File: config.mk
export PLATFORM = sky130hd
export DESIGN_NAME = uart_tx_arbiter
export DESIGN_NICKNAME = d
export VERILOG_FILES = /design/src/rtl/uart_tx_arbiter.sv
export SDC_FILE = /design/constraint.sdc
export NUM_CORES = 1
export LEC_CHECK = 0
export CORE_UTILIZATION = 40
export DETAILED_ROUTE_END_ITERATION = 10
export GPL_TIMING_DRIVEN = 0
export MAX_ROUTING_LAYER = met4
export PLACE_DENSITY = 0.66
export SLEW_MARGIN = 30
export SYNTH_ARGS = -nofsm -noshare
export SYNTH_HDL_FRONTEND = slang
export SYNTH_SLANG_ARGS = --single-unit
File: constraint.sdc
create_clock -name clk -period 3.8 [get_ports clk]
set_input_delay 0.57 -clock clk [delete_from_list [all_inputs] [get_ports clk]]
set_output_delay 0.57 -clock clk [all_outputs]
set_load 0.01 [all_outputs]
File: src/rtl/uart_tx_arbiter.sv
// Round-robin arbiter sharing one UART transmitter between NUM_REQ pulse-driven requesters.
// Optional build macro UART_ARB_TIMEOUT_EN adds a tx_busy acknowledge timeout in WAIT_BUSY.
module uart_tx_arbiter #(
  parameter int unsigned NUM_REQ     = 4,
  parameter int unsigned DATA_W      = 8,
  parameter int unsigned ACK_TIMEOUT = 15
) (
  input  logic                       clk,
  input  logic                       rst,
  input  logic [NUM_REQ-1:0]         req_pulse,
  input  logic [NUM_REQ*DATA_W-1:0]  req_data,
  input  logic                       tx_busy,
  output logic                       tx_start,
  output logic [DATA_W-1:0]          tx_data,
  output logic [$clog2(NUM_REQ)-1:0] grant_id,
  output logic [NUM_REQ-1:0]         pending,
  output logic [NUM_REQ-1:0]         overrun,
  output logic                       timeout
);

  localparam int unsigned ID_W  = $clog2(NUM_REQ);
  localparam int unsigned SUM_W = ID_W + 1;

  if (NUM_REQ < 2 || NUM_REQ > 8 || ACK_TIMEOUT < 1) begin : g_param_check
    $error("uart_tx_arbiter: NUM_REQ must be 2..8 and ACK_TIMEOUT at least 1");
  end

  typedef enum logic [1:0] {
    IDLE      = 2'd0,
    START     = 2'd1,
    WAIT_BUSY = 2'd2,
    WAIT_DONE = 2'd3
  } state_t;

  state_t              state, state_d;
  logic [ID_W-1:0]     ptr, ptr_d;
  logic [ID_W-1:0]     sel;
  logic                sel_vld;
  logic [SUM_W-1:0]    rr_idx;
  logic [DATA_W-1:0]   hold [NUM_REQ];
  logic                tx_start_d;
  logic [DATA_W-1:0]   tx_data_d;
  logic [ID_W-1:0]     grant_d;
  logic [NUM_REQ-1:0]  pending_d, overrun_d, grant_clr;

`ifdef UART_ARB_TIMEOUT_EN
  localparam int unsigned CNT_W = $clog2(ACK_TIMEOUT + 1);
  logic [CNT_W-1:0] cnt, cnt_d;
  logic             timeout_d;
`endif

  // First pending requester at or after ptr, wrapping around
  always_comb begin
    sel     = '0;
    sel_vld = 1'b0;
    rr_idx  = '0;
    for (int unsigned k = 0; k < NUM_REQ; k++) begin
      rr_idx = {1'b0, ptr} + SUM_W'(k);
      if (rr_idx >= SUM_W'(NUM_REQ)) begin
        rr_idx = rr_idx - SUM_W'(NUM_REQ);
      end
      if (!sel_vld && pending[rr_idx[ID_W-1:0]]) begin
        sel     = rr_idx[ID_W-1:0];
        sel_vld = 1'b1;
      end
    end
  end

  // Next-state and next-register values
  always_comb begin
    state_d    = state;
    ptr_d      = ptr;
    grant_d    = grant_id;
    tx_data_d  = tx_data;
    tx_start_d = 1'b0;
    grant_clr  = '0;
`ifdef UART_ARB_TIMEOUT_EN
    cnt_d      = cnt;
    timeout_d  = timeout;
`endif

    case (state)
      IDLE: begin
        if (sel_vld) begin
          state_d        = START;
          tx_start_d     = 1'b1;
          grant_d        = sel;
          tx_data_d      = hold[sel];
          grant_clr[sel] = 1'b1;
          ptr_d          = (sel == ID_W'(NUM_REQ - 1)) ? '0 : sel + ID_W'(1);
        end
      end
      START: begin
        state_d = WAIT_BUSY;
`ifdef UART_ARB_TIMEOUT_EN
        cnt_d   = '0;
`endif
      end
      WAIT_BUSY: begin
        if (tx_busy) begin
          state_d = WAIT_DONE;
        end
`ifdef UART_ARB_TIMEOUT_EN
        else if (cnt == CNT_W'(ACK_TIMEOUT - 1)) begin
          // Transmitter never acknowledged: drop this grant and move on
          state_d   = IDLE;
          timeout_d = 1'b1;
        end else begin
          cnt_d = cnt + CNT_W'(1);
        end
`endif
      end
      WAIT_DONE: begin
        if (!tx_busy) begin
          state_d = IDLE;
        end
      end
      default: state_d = IDLE;
    endcase

    // A pulse in the grant cycle re-arms the request instead of counting as overrun
    overrun_d = overrun | (req_pulse & pending & ~grant_clr);
    pending_d = (pending & ~grant_clr) | req_pulse;
  end

  always_ff @(posedge clk or posedge rst) begin
    if (rst) begin
      state    <= IDLE;
      ptr      <= '0;
      grant_id <= '0;
      tx_data  <= '0;
      tx_start <= 1'b0;
      pending  <= '0;
      overrun  <= '0;
    end else begin
      state    <= state_d;
      ptr      <= ptr_d;
      grant_id <= grant_d;
      tx_data  <= tx_data_d;
      tx_start <= tx_start_d;
      pending  <= pending_d;
      overrun  <= overrun_d;
    end
  end

  // Per-requester holding registers, last pulse wins
  always_ff @(posedge clk or posedge rst) begin
    if (rst) begin
      for (int i = 0; i < int'(NUM_REQ); i++) begin
        hold[i] <= '0;
      end
    end else begin
      for (int i = 0; i < int'(NUM_REQ); i++) begin
        if (req_pulse[i]) begin
          hold[i] <= req_data[i*DATA_W +: DATA_W];
        end
      end
    end
  end

`ifdef UART_ARB_TIMEOUT_EN
  always_ff @(posedge clk or posedge rst) begin
    if (rst) begin
      cnt     <= '0;
      timeout <= 1'b0;
    end else begin
      cnt     <= cnt_d;
      timeout <= timeout_d;
    end
  end
`else
  assign timeout = 1'b0;
`endif

endmodule

# ---- Word level (Yosys, flattened, before mapping)
# Cells that the tools add are included.
dict set report op_classes {
  n_addsub 8
  order_cmp 11
  n_eq_ne 7
  mux 34
  n_bitwise 7
  reduce_logical 10
}
# cell count
set ops {}
lappend ops {{2-to-1 mux 2 bit} 12}
lappend ops {{binary-select mux 8 bit (select 2 bit)} 1}
lappend ops {{2-to-1 mux 8 bit} 2}
lappend ops {{< comparator 2 x 3 -> 1 bit, second input constant} 5}
lappend ops {{AND 4 bit} 3}
lappend ops {{greater-or-equal comparator 3 bit, second input constant} 4}
lappend ops {{2-to-1 mux 1 bit} 11}
lappend ops {{binary-select mux 1 bit (select 2 bit)} 4}
lappend ops {{2-to-1 mux 4 bit} 2}
lappend ops {{bitwise OR 4 bit} 2}
lappend ops {{one-hot mux 2 bit (4 select lines)} 1}
lappend ops {{subtractor 2 x 1 -> 2 bit, second input constant} 4}
lappend ops {{adder 2 x 2 -> 3 bit, second input constant} 2}
lappend ops {{== test 2 bit, second input constant} 3}
lappend ops {{!= test 2 bit, second input constant} 3}
lappend ops {{logical AND 1 bit} 4}
lappend ops {{inverter 4 bit} 1}
lappend ops {{adder 2 x 1 -> 3 bit, second input constant} 1}
lappend ops {{greater-or-equal comparator 2 x 3 -> 1 bit, second input constant} 1}
lappend ops {{zero test 1 bit} 3}
lappend ops {{inverter 2 -> 3 bit} 1}
lappend ops {{AND reduction 3 bit} 1}
lappend ops {{adder 2 x 1 -> 2 bit, second input constant} 1}
lappend ops {{demux 1 bit (select 2 bit)} 1}
lappend ops {{other kinds (4)} 4}
dict set report word_totals {
  register_bits 55
  in_bits 39
  output_inout_bits 20
  wordCells 88
}

# ---- Longest topological paths before layout
# Gate-level depths: netlist (run 1).
dict set report logic_depth {
  word_depth 23
  ltp_mapped 7
  depth_no_buf 7
}

# ---- Worst setup path before layout (run 1)
# OpenSTA, ideal clock, no wires.
dict set report synth_path {
  path_kind {reg2reg}
  start {register pending[0]}
  end {register pending[3]}
  setup_time_ns 0.127
  arrival_time_ns 1.741
  required_time_ns 3.673
  slack_ns 1.932
  stages_incl_launch_ff 8
  path_buffers 0
  synth_period_minus_slack_ns 1.868
  path_cell_list {dfrtp_1 and2b_1 nor4_4 nor2_2 inv_2 ha_1 a21boi_0 or2_2}
}
dict set report synth_between {
  elab_chain_cells 21
  elab_cells_between_ends 32
  cone_classes {order compare (2); mux (20); bitwise (3); reduce/logical (7)}
}
# element line
set synth_lines {}
lappend synth_lines {{start, declared} 16} ;# output logic [NUM_REQ-1:0] pending,
lappend synth_lines {{start signal, assigned} 141} ;# pending <= pending_d;
lappend synth_lines {{binary-select mux 1 bit (select 2 bit)} 62} ;# if (!sel_vld && pending[rr_idx[ID_W-1:0]]) begin
lappend synth_lines {{2-to-1 mux 1 bit (implied by the code)} 62}
lappend synth_lines {{2-to-1 mux 1 bit} 62}
lappend synth_lines {{zero test 1 bit} 62}
lappend synth_lines {{logical AND 1 bit} 62}
lappend synth_lines {{2-to-1 mux 1 bit} 62}
lappend synth_lines {{zero test 1 bit} 62}
lappend synth_lines {{logical AND 1 bit} 62}
lappend synth_lines {{[6 not listed]} -}
lappend synth_lines {{2-to-1 mux 1 bit (implied by the code)} 89} ;# grant_clr[sel] = 1'b1;
lappend synth_lines {{demux 1 bit (select 2 bit)} 89}
lappend synth_lines {{2-to-1 mux 4 bit *} 84} ;# if (sel_vld) begin
lappend synth_lines {{2-to-1 mux 4 bit *} 82} ;# case (state)
lappend synth_lines {{inverter 4 bit *} 123} ;# pending_d = (pending & ~grant_clr) | req_pulse;
lappend synth_lines {{AND 4 bit *} 123}
lappend synth_lines {{bitwise OR 4 bit *} 123}
lappend synth_lines {{via pending_d[3]} 44} ;# logic [NUM_REQ-1:0] pending_d, overrun_d, grant_clr;
# Mark *: on every way through the listed nets, which the timed path passes. The rest lies on a longest branch. The select of a mux whose other input is x is not followed.
# A chain may end at the register's enable or synchronous reset.

# ---- Final worst setup path (run 1)
# Same ends and word-level chain as after synthesis.

==> results_dict.tcl, run 1 <==
set metrics [dict create \
    min_period_over_period_pct 56.1 \
    synthArstFlopShare_pct 100 \
    cts_root_buf "clkbuf_8" \
    drc 0 \
    fin_skew_ns 0.00530 \
    n_antenna_cell 0 \
    hpwl_mm 3.77 \
    port_buffers 53 \
    cts_buffers 5 \
    hp-class "flip-flop to flip-flop" \
    grt_max_degree 29 \
    period_minus_slack_ns 2.13 \
    antenna_found_initial 0 \
    drv_cap 0 \
    slew_headroom_pct 58.8 \
    worstMarginPinSlew_ns 0.616 \
    area_growth_pct 29.3 \
    yosys_register_bits 55 \
    finish.utilization_pct 54.8 \
    yosys.cell_count.top_type "dfrtp_1" \
    dr.pass1.iters 4 \
    grt_pass1_wl_mm 8.58 \
    synth-edff-count 0 \
    arrival_ns 2.33 \
    muxShareOfSynthArea_pct 17.7 \
    ant_nets 0 \
    hold_ws_ns 0.475 \
    finalSetupViolations 0 \
    p_per_area_mw_per_mm2 695 \
    placementRows 28 \
    final_layout_size_suffix_gt1_share_pct 22.1 \
    grt_use_total_pct 17.8 \
    drt_first_iter_violations 40 \
    fp.dieW_um 81.9 \
    netlist.area_leader.share_pct 53.9 \
    avgSynthCellArea_sq_um 12.2 \
    synth_area_sq_mm 0.00255 \
    hold_viol 0 \
    leakage_nw 1.38 \
    synth.largest_area_cell "dfrtp_1" \
    slowest_delay_ns 0.50 \
    whs_path_depth 1 \
    syn_nets 254 \
    die_area_sq_mm 0.00671 \
    synthXorXnorAreaFrac_pct 0 \
    postCtsHoldBufs 0 \
    synthDistinctLibCells 36 \
    layout.nets 315 \
    initial_utilization_pct 42.4 \
    synth-main-ff-cell "dfrtp_1" \
    post-route-cell-area_sq_mm 0.00330 \
    crit_fanout 9 \
    vias 1808 \
    cp-startpoint "pending[0]" \
    drt-total-wl_mm 5.11 \
    tns_ns 0 \
    htree_num_levels 2 \
    cp-end-kind "flip-flop" \
    synthSimpleGateAreaFrac_pct 11.8 \
    grt_pass1_vias 1784 \
    rsz0062_at_grt "false" \
    gp_congestion 0.731 \
    cts_tree "yes" \
    max-clock-path-buffers 2 \
    reg2regPathDepth 7 \
    start_kind "flip-flop" \
    required_ns 4.00 \
    core_sq_mm 0.00603 \
    overflow 0 \
    worst_path_max_delay_cell "dfrtp_1" \
    synth-compound-area-share_pct 10.9 \
    rrSetupSlack_ns 1.67 \
    cts_setup_buffers 0 \
    ir_drop_mv 0.357 \
    synthAdderAreaFrac_pct 2.45 \
    ys_top_cells_by_count "55 x dfrtp_1, 33 x mux2_2, 17 x nor2_1, 16 x nand3_1, 14 x o21ai_0" \
    r2r-start "pending[0]" \
    crit_chain "and2b_1, nor4_4, nor2_2, inv_2, ha_1, a21boi_0, or2_2" \
    clock-sinks 55 \
    finalMaxSlewViolations 0 \
    path_class "flip-flop to flip-flop" \
    placed_area_sq_mm 0.00320 \
    synth_area_leaders "dfrtp_1 54%, mux2_2 15%, mux2i_1 3.1%, nand3_1 3.1%, o21ai_0 2.7%" \
    clk_latency_ns 0.31 \
    finalPower_mw 2.30 \
    postCtsResizedCells 0 \
    syn_inst 210 \
    path_clk_slew_ns 0.09 \
    synth_top_family_by_area "multiplexers" \
    crit_end "pending[3]" \
    reg2reg_to "pending[3]" \
    ys_seq_area_share_pct 53.9 \
    die_h_um 81.9 \
    via_per_inst 5.23 \
    pin_count 59 \
    yosys_warnings 0 \
    outcome "finished clean" \
    fmax_ghz 0.469 \
    wl_per_cell_um 14.8 \
]
==> layout make-up <==
type                            instances  area [sq um]
Timing Repair Buffer                   54           551
Fill cell                             552          2720
Clock buffer                            6          72.6
Clock inverter                          1          30.0
Sequential cell                        55          1380
Tap cell                               75          93.8
Inverter                                6          25.0
Multi-Input combinational cell        140          1100
Buffer                                  9          57.6
==> cell usage in the layout, fill, tap and decap left out, types with 8 or more instances in the layout <==
cell and count:
nand2_1 11, nand3_1 16, clkdlybuf4s50_1 53, mux2i_1 8, o21ai_0 14, dfrtp_1 55
nor2_1 17, o2bb2ai_1 8, mux2_2 33
==> state kept, by name, indices dropped and copies added (netlist names) <==
register	flops
hold	32
pending	4
ptr	2
overrun	4
state	2
tx_start	1
tx_data	8
grant_id	2
==> where the power goes <==
part	internal [mW]	total, mW	switching (mW)
sequential	0.721	0.837	0.116
combinational	0.527	1.09	0.559
clock	0.193	0.375	0.181
total	1.44	2.30	0.856
==> routing by layer <==
| layer | global-route usage (%) | up-vias | routed length [um] |
|---|---|---|---|
| met4 | 5.79 | 0 | 92 |
| li1 | - | 862 | - |
| met3 | 3.67 | 8 | 212 |
| met5 | - | - | 0 |
| met1 | 23.1 | 890 | 2350 |
| met2 | 27.7 | 48 | 2460 |
==> metrics by stage <==
stage               cells  worst slack (ns)
finish                346              1.67
CTS                   346              1.69
global placement      338             0.831
detailed placement    339              1.71
global route          346              1.54
floorplan             210              1.89
==> worst max-delay path, delay by kind of cell (launching register included) <==
kind	cells	cell delay (ns)
adders and majority gates	1	0.18
AOI/OAI and AO/OA	1	0.11
DFF	1	0.50
buffers and inverters	1	0.12
and+or+nand+nor	4	1.11
==> worst min-delay path by stage <==
stage / slack, ns / start / endpoint
global route: 0.49 / overrun[2] / overrun[2]
finish: 0.47 / overrun[0] / overrun[0]
CTS: 0.48 / overrun[2] / overrun[2]
floorplan: 0.46 / ptr[0] / ptr[0]
global placement: 0.45 / overrun[0] / overrun[0]
detailed placement: 0.46 / overrun[2] / overrun[2]
==> logic make-up after synthesis <==
group | after synthesis
buffers and inverters | 15
other | 1
adder cells (fa/ha/maj) | 5
AO/OA/AOI/OAI | 36
AND/OR/NAND/NOR | 57
multiplexers | 41
flip-flops | 55
Power figures use the tool's default switching activity.
==> inputs of run 2 (changes only) <==
==> constraint.sdc (replaced) <==
create_clock -name clk -period 2 [get_ports clk]
set_input_delay 0.3 -clock clk [delete_from_list [all_inputs] [get_ports clk]]
set_output_delay 0.3 -clock clk [all_outputs]
set_load 0.01 [all_outputs]
==> run 2 against run 1 <==
Effect of this change:
- combinational power rose by 100%
- worst hold slack got worse by 0.16 ns
- design area rose by 1.7%
==> results_dict.tcl, run 2 (synthesized netlist as in run 1, its figures left out) <==
set metrics [dict create \
    outcome "finished clean" \
    start_kind "flip-flop" \
    overflow 0 \
    hpwl_mm 3.77 \
    final_layout_size_suffix_gt1_share_pct 25.7 \
    cp-end-kind "flip-flop" \
    path_clk_slew_ns 0.09 \
    largest_reg_flops 32 \
    drv_cap 0 \
    placementRows 28 \
    crit_chain "and2b_1, or4_4, buf_6, nand3_1, nand3_1, o2bb2ai_1" \
    p_sw_mw 1.67 \
    arrival_ns 2.11 \
    period_minus_slack_ns 1.91 \
    slew_headroom_pct 62.2 \
    cts_tree "yes" \
    hold_ws_ns 0.316 \
    vias 1812 \
    seqPwrFrac_pct 35.6 \
    multi_input_area_sq_mm 0.00111 \
    die_area_sq_mm 0.00671 \
    path_class "flip-flop to flip-flop" \
    p_per_area_mw_per_mm2 1340 \
    leakage_nw 1.41 \
    cts_root_buf "clkbuf_8" \
    initial_utilization_pct 42.4 \
    grt_pass1_vias 1799 \
    seqCellArea_sq_mm 0.00138 \
    grt_use_total_pct 17.9 \
    dr.pass1.iters 4 \
    power_frac_clock_pct 15.9 \
    p_comb_share_pct 48.5 \
    post-route-cell-area_sq_mm 0.00336 \
    fmax_ghz 0.523 \
    nFillCells 550 \
    worst_path_max_delay_cell "or4_4" \
    required_ns 2.19 \
    wl_per_cell_um 14.8 \
    pin_count 59 \
    die_h_um 81.9 \
    crit_buf_inv 1 \
    gp_congestion 0.731 \
    clock-sinks 55 \
    critPathMostFrequentCell "nand3_1" \
    worstMarginPinSlew_ns 0.567 \
    core_sq_mm 0.00603 \
    cp_top_family "simple AND/OR/NAND/NOR gates" \
    top_register "hold" \
    layout.nets 320 \
    hold_viol 0 \
    p_int_mw 2.83 \
    finalMaxSlewViolations 0 \
    via_per_inst 5.16 \
    finalSetupViolations 0 \
    max-clock-path-buffers 2 \
    port_buffers 53 \
    fp.dieW_um 81.9 \
    placed_area_sq_mm 0.00320 \
    postCtsHoldBufs 0 \
    drt-total-wl_mm 5.21 \
    clk_latency_ns 0.31 \
    min_period_over_period_pct 95.5 \
    ant_nets 0 \
    finalPower_mw 4.49 \
    fin_cells 351 \
    htree_num_levels 2 \
    grt_max_degree 29 \
    grt_pass1_wl_mm 8.65 \
    largestRegisters "hold x32, tx_data x8" \
    mostFrequentLayoutCell "clkdlybuf4s50_1" \
    antenna_found_initial 0 \
    drt_first_iter_violations 37 \
    drc 0 \
    crit_fanout 8 \
    cts_buffers 5 \
    fin_skew_ns 0.00495 \
    final_cell_mix "53 x clkdlybuf4s50_1, 52 x dfrtp_1, 33 x mux2_2, 17 x nor2_1, 16 x nand3_1" \
    swShare_pct 37.1 \
    n_antenna_cell 0 \
    hp-class "input port to async pin" \
    dp.cells 339 \
    area_growth_pct 31.6 \
    slowest_delay_ns 0.51 \
    ir_drop_mv 0.696 \
]
==> run 2: changes by cell type in the layout (fill, tap and decap cells not counted), sizes merged <==
cell  before  now
buf        6   11
==> run 2: final timing paths <==
kind | to | cells after the start | startpoint | slack [ns]
worst max-delay path | tx_data[2] | 6 | pending[0] | 0.09
worst min-delay path | state[0] | 2 | rst | 0.32
worst max register to register | tx_data[2] | 6 | pending[0] | 0.09
worst min register to register | overrun[2] | 1 | overrun[2] | 0.48
max in group asynchronous | pending[2] | 3 | rst | 1.22
min in group clk | pending[2] | 2 | req_pulse[2] | 0.46
==> run 2: power groups by stage <==
| stage | combinational [mW] | clock (mW) | sequential [mW] |
|---|---|---|---|
| 6_report | 2.18 | 0.712 | 1.60 |
| 5_1_grt | 2.42 | 0.776 | 1.64 |
| 4_1_cts | 2.12 | 0.737 | 1.60 |
| 3_5_place_dp | 2.07 | 0 | 1.62 |
| 3_3_place_gp | 2.02 | 0 | 1.61 |
| 2_1_floorplan | 1.36 | 0 | 1.62 |
==> run 2: repair_timing <==
item,CTS,global route
cloned,0,0
buffers inserted,1,4
pin swaps,1,2
resized for setup,2,6
setup endpoints to repair,2,10
==> run 2: cell type report <==
type / instances / area share, %
sequential: 55 / 41.1
multi-input combinational: 140 / 33.1
timing repair buffer: 59 / 17.5
tap: 75 / 2.79
clock buffer: 6 / 2.16
buffer: 9 / 1.71
clock inverter: 1 / 0.894
inverter: 6 / 0.745
==> run 2: stage by stage <==
| stage | worst slack [ns] | utilization, % | setup TNS [ns] |
|---|---|---|---|
| after floorplan | 0.132 | - | 0 |
| after global placement | -0.699 | 52.7 | -38.43 |
| after detailed placement | -0.0916 | 53.1 | -0.0916 |
| after CTS | 0.00563 | 55.1 | 0 |
| after global routing | -0.0151 | 55.8 | -0.0151 |
| final | 0.0893 | 55.8 | 0 |
==> run 2: metal layers <==
layer / GRT usage, % / part of all wire (%)
met5: - / 0
met4: 5.79 / 1.8
met3: 3.67 / 4.3
met2: 28.0 / 49
met1: 23.1 / 45
==> run 2: worst reg2reg max path: cells and delay by family (launching register included) <==
family | cells | cell delay, ns
AOI/OAI and AO/OA | 1 | 0.15
DFF | 1 | 0.50
and+or+nand+nor | 4 | 1.00
buffers and inverters | 1 | 0.16
==> inputs of run 3 (changes only) <==
--- a/config.mk
+++ b/config.mk
@@ -10,6 +10,7 @@
 export GPL_TIMING_DRIVEN = 0
 export MAX_ROUTING_LAYER = met4
 export PLACE_DENSITY = 0.66
+export RECOVER_POWER = 100
 export SLEW_MARGIN = 30
 export SYNTH_ARGS = -nofsm -noshare
 export SYNTH_HDL_FRONTEND = slang
==> run 3 against run 2 <==
Effect of this change:
- sequential cell count did not move
- power fell by 1.1%
- routed wire length did not move
- via count barely moved
- critical path depth did not move
- final cell count did not move
- die area did not move
- worst setup slack improved by 0.0070 ns
- critical endpoint unchanged
- clock power barely moved
- clock skew barely moved
- critical path type unchanged
- register-to-register slack barely moved
- combinational power fell by 2%
==> results_dict.tcl, run 3 (synthesized netlist as in run 1, its figures left out) <==
set metrics [dict create \
    outcome "finished clean" \
    crit_fanout 8 \
    layout.nets 320 \
    top_register "hold" \
    p_int_mw 2.78 \
    fp.dieW_um 81.9 \
    path_clk_slew_ns 0.09 \
    largestRegisters "hold x32, tx_data x8" \
    postCtsHoldBufs 0 \
    drt-total-wl_mm 5.21 \
    start_kind "flip-flop" \
    hp-class "input port to flip-flop" \
    initial_utilization_pct 42.4 \
    reg2reg_to "tx_data[2]" \
    hold_viol 0 \
    reg2regPathDepth 6 \
    leakage_nw 1.39 \
    placementRows 28 \
    worstMarginPinSlew_ns 1.29 \
    required_ns 2.20 \
    dp.cells 339 \
    pin_count 59 \
    p_comb_share_pct 48.1 \
    swShare_pct 37.4 \
    power_frac_clock_pct 16.1 \
    drv_cap 0 \
    htree_num_levels 2 \
    arrival_ns 2.10 \
    finalSetupViolations 0 \
    ir_drop_mv 0.664 \
    p_per_area_mw_per_mm2 1320 \
    path_class "flip-flop to flip-flop" \
    final_cell_mix "53 x dfrtp_1, 36 x clkdlybuf4s50_1, 33 x mux2_2, 17 x nor2_1, 17 x dlygate4sd3_1" \
    crit_end "tx_data[2]" \
    grt_max_degree 29 \
    dr.pass1.iters 4 \
    drc 0 \
    cts_root_buf "clkbuf_8" \
    cts_buffers 5 \
    gp_congestion 0.731 \
    wl_per_cell_um 14.8 \
    die_area_sq_mm 0.00671 \
    finish.utilization_pct 55.7 \
    cts_tree "yes" \
    clk_latency_ns 0.31 \
    r2r-start "pending[0]" \
    overflow 0 \
    min_period_over_period_pct 95.2 \
    hpwl_mm 3.77 \
    drt_first_iter_violations 36 \
    cp-end-kind "flip-flop" \
    post-route-cell-area_sq_mm 0.00336 \
    grt_use_total_pct 17.9 \
    area_growth_pct 31.5 \
    finalPower_mw 4.44 \
    rrSetupSlack_ns 0.1 \
    clock-sinks 55 \
    antenna_found_initial 0 \
    ant_nets 0 \
    placed_area_sq_mm 0.00320 \
    mostFrequentLayoutCell "dfrtp_1" \
    p_sw_mw 1.66 \
    cp-startpoint "pending[0]" \
    via_per_inst 5.16 \
    tns_ns 0 \
    grt_pass1_wl_mm 8.65 \
    fin_cells 351 \
    port_buffers 53 \
    seqPwrFrac_pct 35.9 \
    fmax_ghz 0.525 \
    core_sq_mm 0.00603 \
    largest_reg_flops 32 \
    final_layout_size_suffix_gt1_share_pct 25.4 \
    die_h_um 81.9 \
    period_minus_slack_ns 1.90 \
    grt_pass1_vias 1799 \
    finalMaxSlewViolations 0 \
    max-clock-path-buffers 2 \
    slew_headroom_pct 13.2 \
    fin_skew_ns 0.00495 \
    vias 1811 \
    n_antenna_cell 0 \
]
[run 3: changes by cell type in the layout (fill, tap and decap cells not counted)]
cell,delta
inv_4,-1
dfrtp_2,-1
clkinvlp_2,+1
dfrtp_1,+1
clkdlybuf4s50_1,-17
dlygate4sd3_1,+17
[run 3: routing by layer]
| metal | vias up | wire length, um | track usage, % |
|---|---|---|---|
| met1 | 887 | 2370 | 23.1 |
| li1 | 870 | - | - |
| met3 | 7 | 227 | 3.67 |
| met2 | 47 | 2520 | 28.0 |
| met5 | - | 0 | - |
| met4 | 0 | 93 | 5.79 |
[run 3: layout make-up]
type                       instances  area (sq um)
timing repair buffer              59           588
clock inverter                     1          30.0
inverter                           6          23.8
tap                               75          93.8
buffer                             9          57.6
sequential                        55          1380
multi-input combinational        140          1110
fill                             552          2670
clock buffer                       6          72.6
[run 3: stage by stage]
stage,hold slack [ns],setup WS (ns)
after floorplan,0.452,0.132
after global placement,0.453,-0.699
after detailed placement,0.460,-0.0916
after CTS,0.331,0.00563
after global routing,0.490,-0.0114
final,0.465,0.0963
[run 3: worst min-delay path by stage]
stage	from	end	slack, ns	depth (start not counted)
after floorplan	req_data[24]	hold[0]	0.45	1
after global placement	overrun[0]	overrun[0]	0.45	1
after detailed placement	overrun[2]	overrun[2]	0.46	1
after CTS	rst	state[0]	0.33	2
after global routing	overrun[3]	overrun[3]	0.49	1
final	req_pulse[2]	pending[2]	0.46	2
[run 3: timing repair]
action                                  4_1_cts  5_1_grt
setup buffers                                 1        4
endpoints found under the setup margin        2       10
pin swaps                                     1        2
gates resized for setup                       2        6
[run 3: critical path: stages, from the launching register on]
cell and delay [ns]:
dfrtp_1 0.49, and2b_1 0.28, or4_4 0.51, buf_6 0.16, nand3_1 0.08, nand3_1 0.13
o2bb2ai_1 0.15
[run 3: power by group through the flow]
stage	clock [mW]	combinational [mW]	sequential [mW]
after floorplan	0	1.36	1.62
after global placement	0	2.02	1.61
after detailed placement	0	2.07	1.62
after CTS	0.737	2.12	1.60
after global routing	0.776	2.38	1.63
final	0.713	2.14	1.59
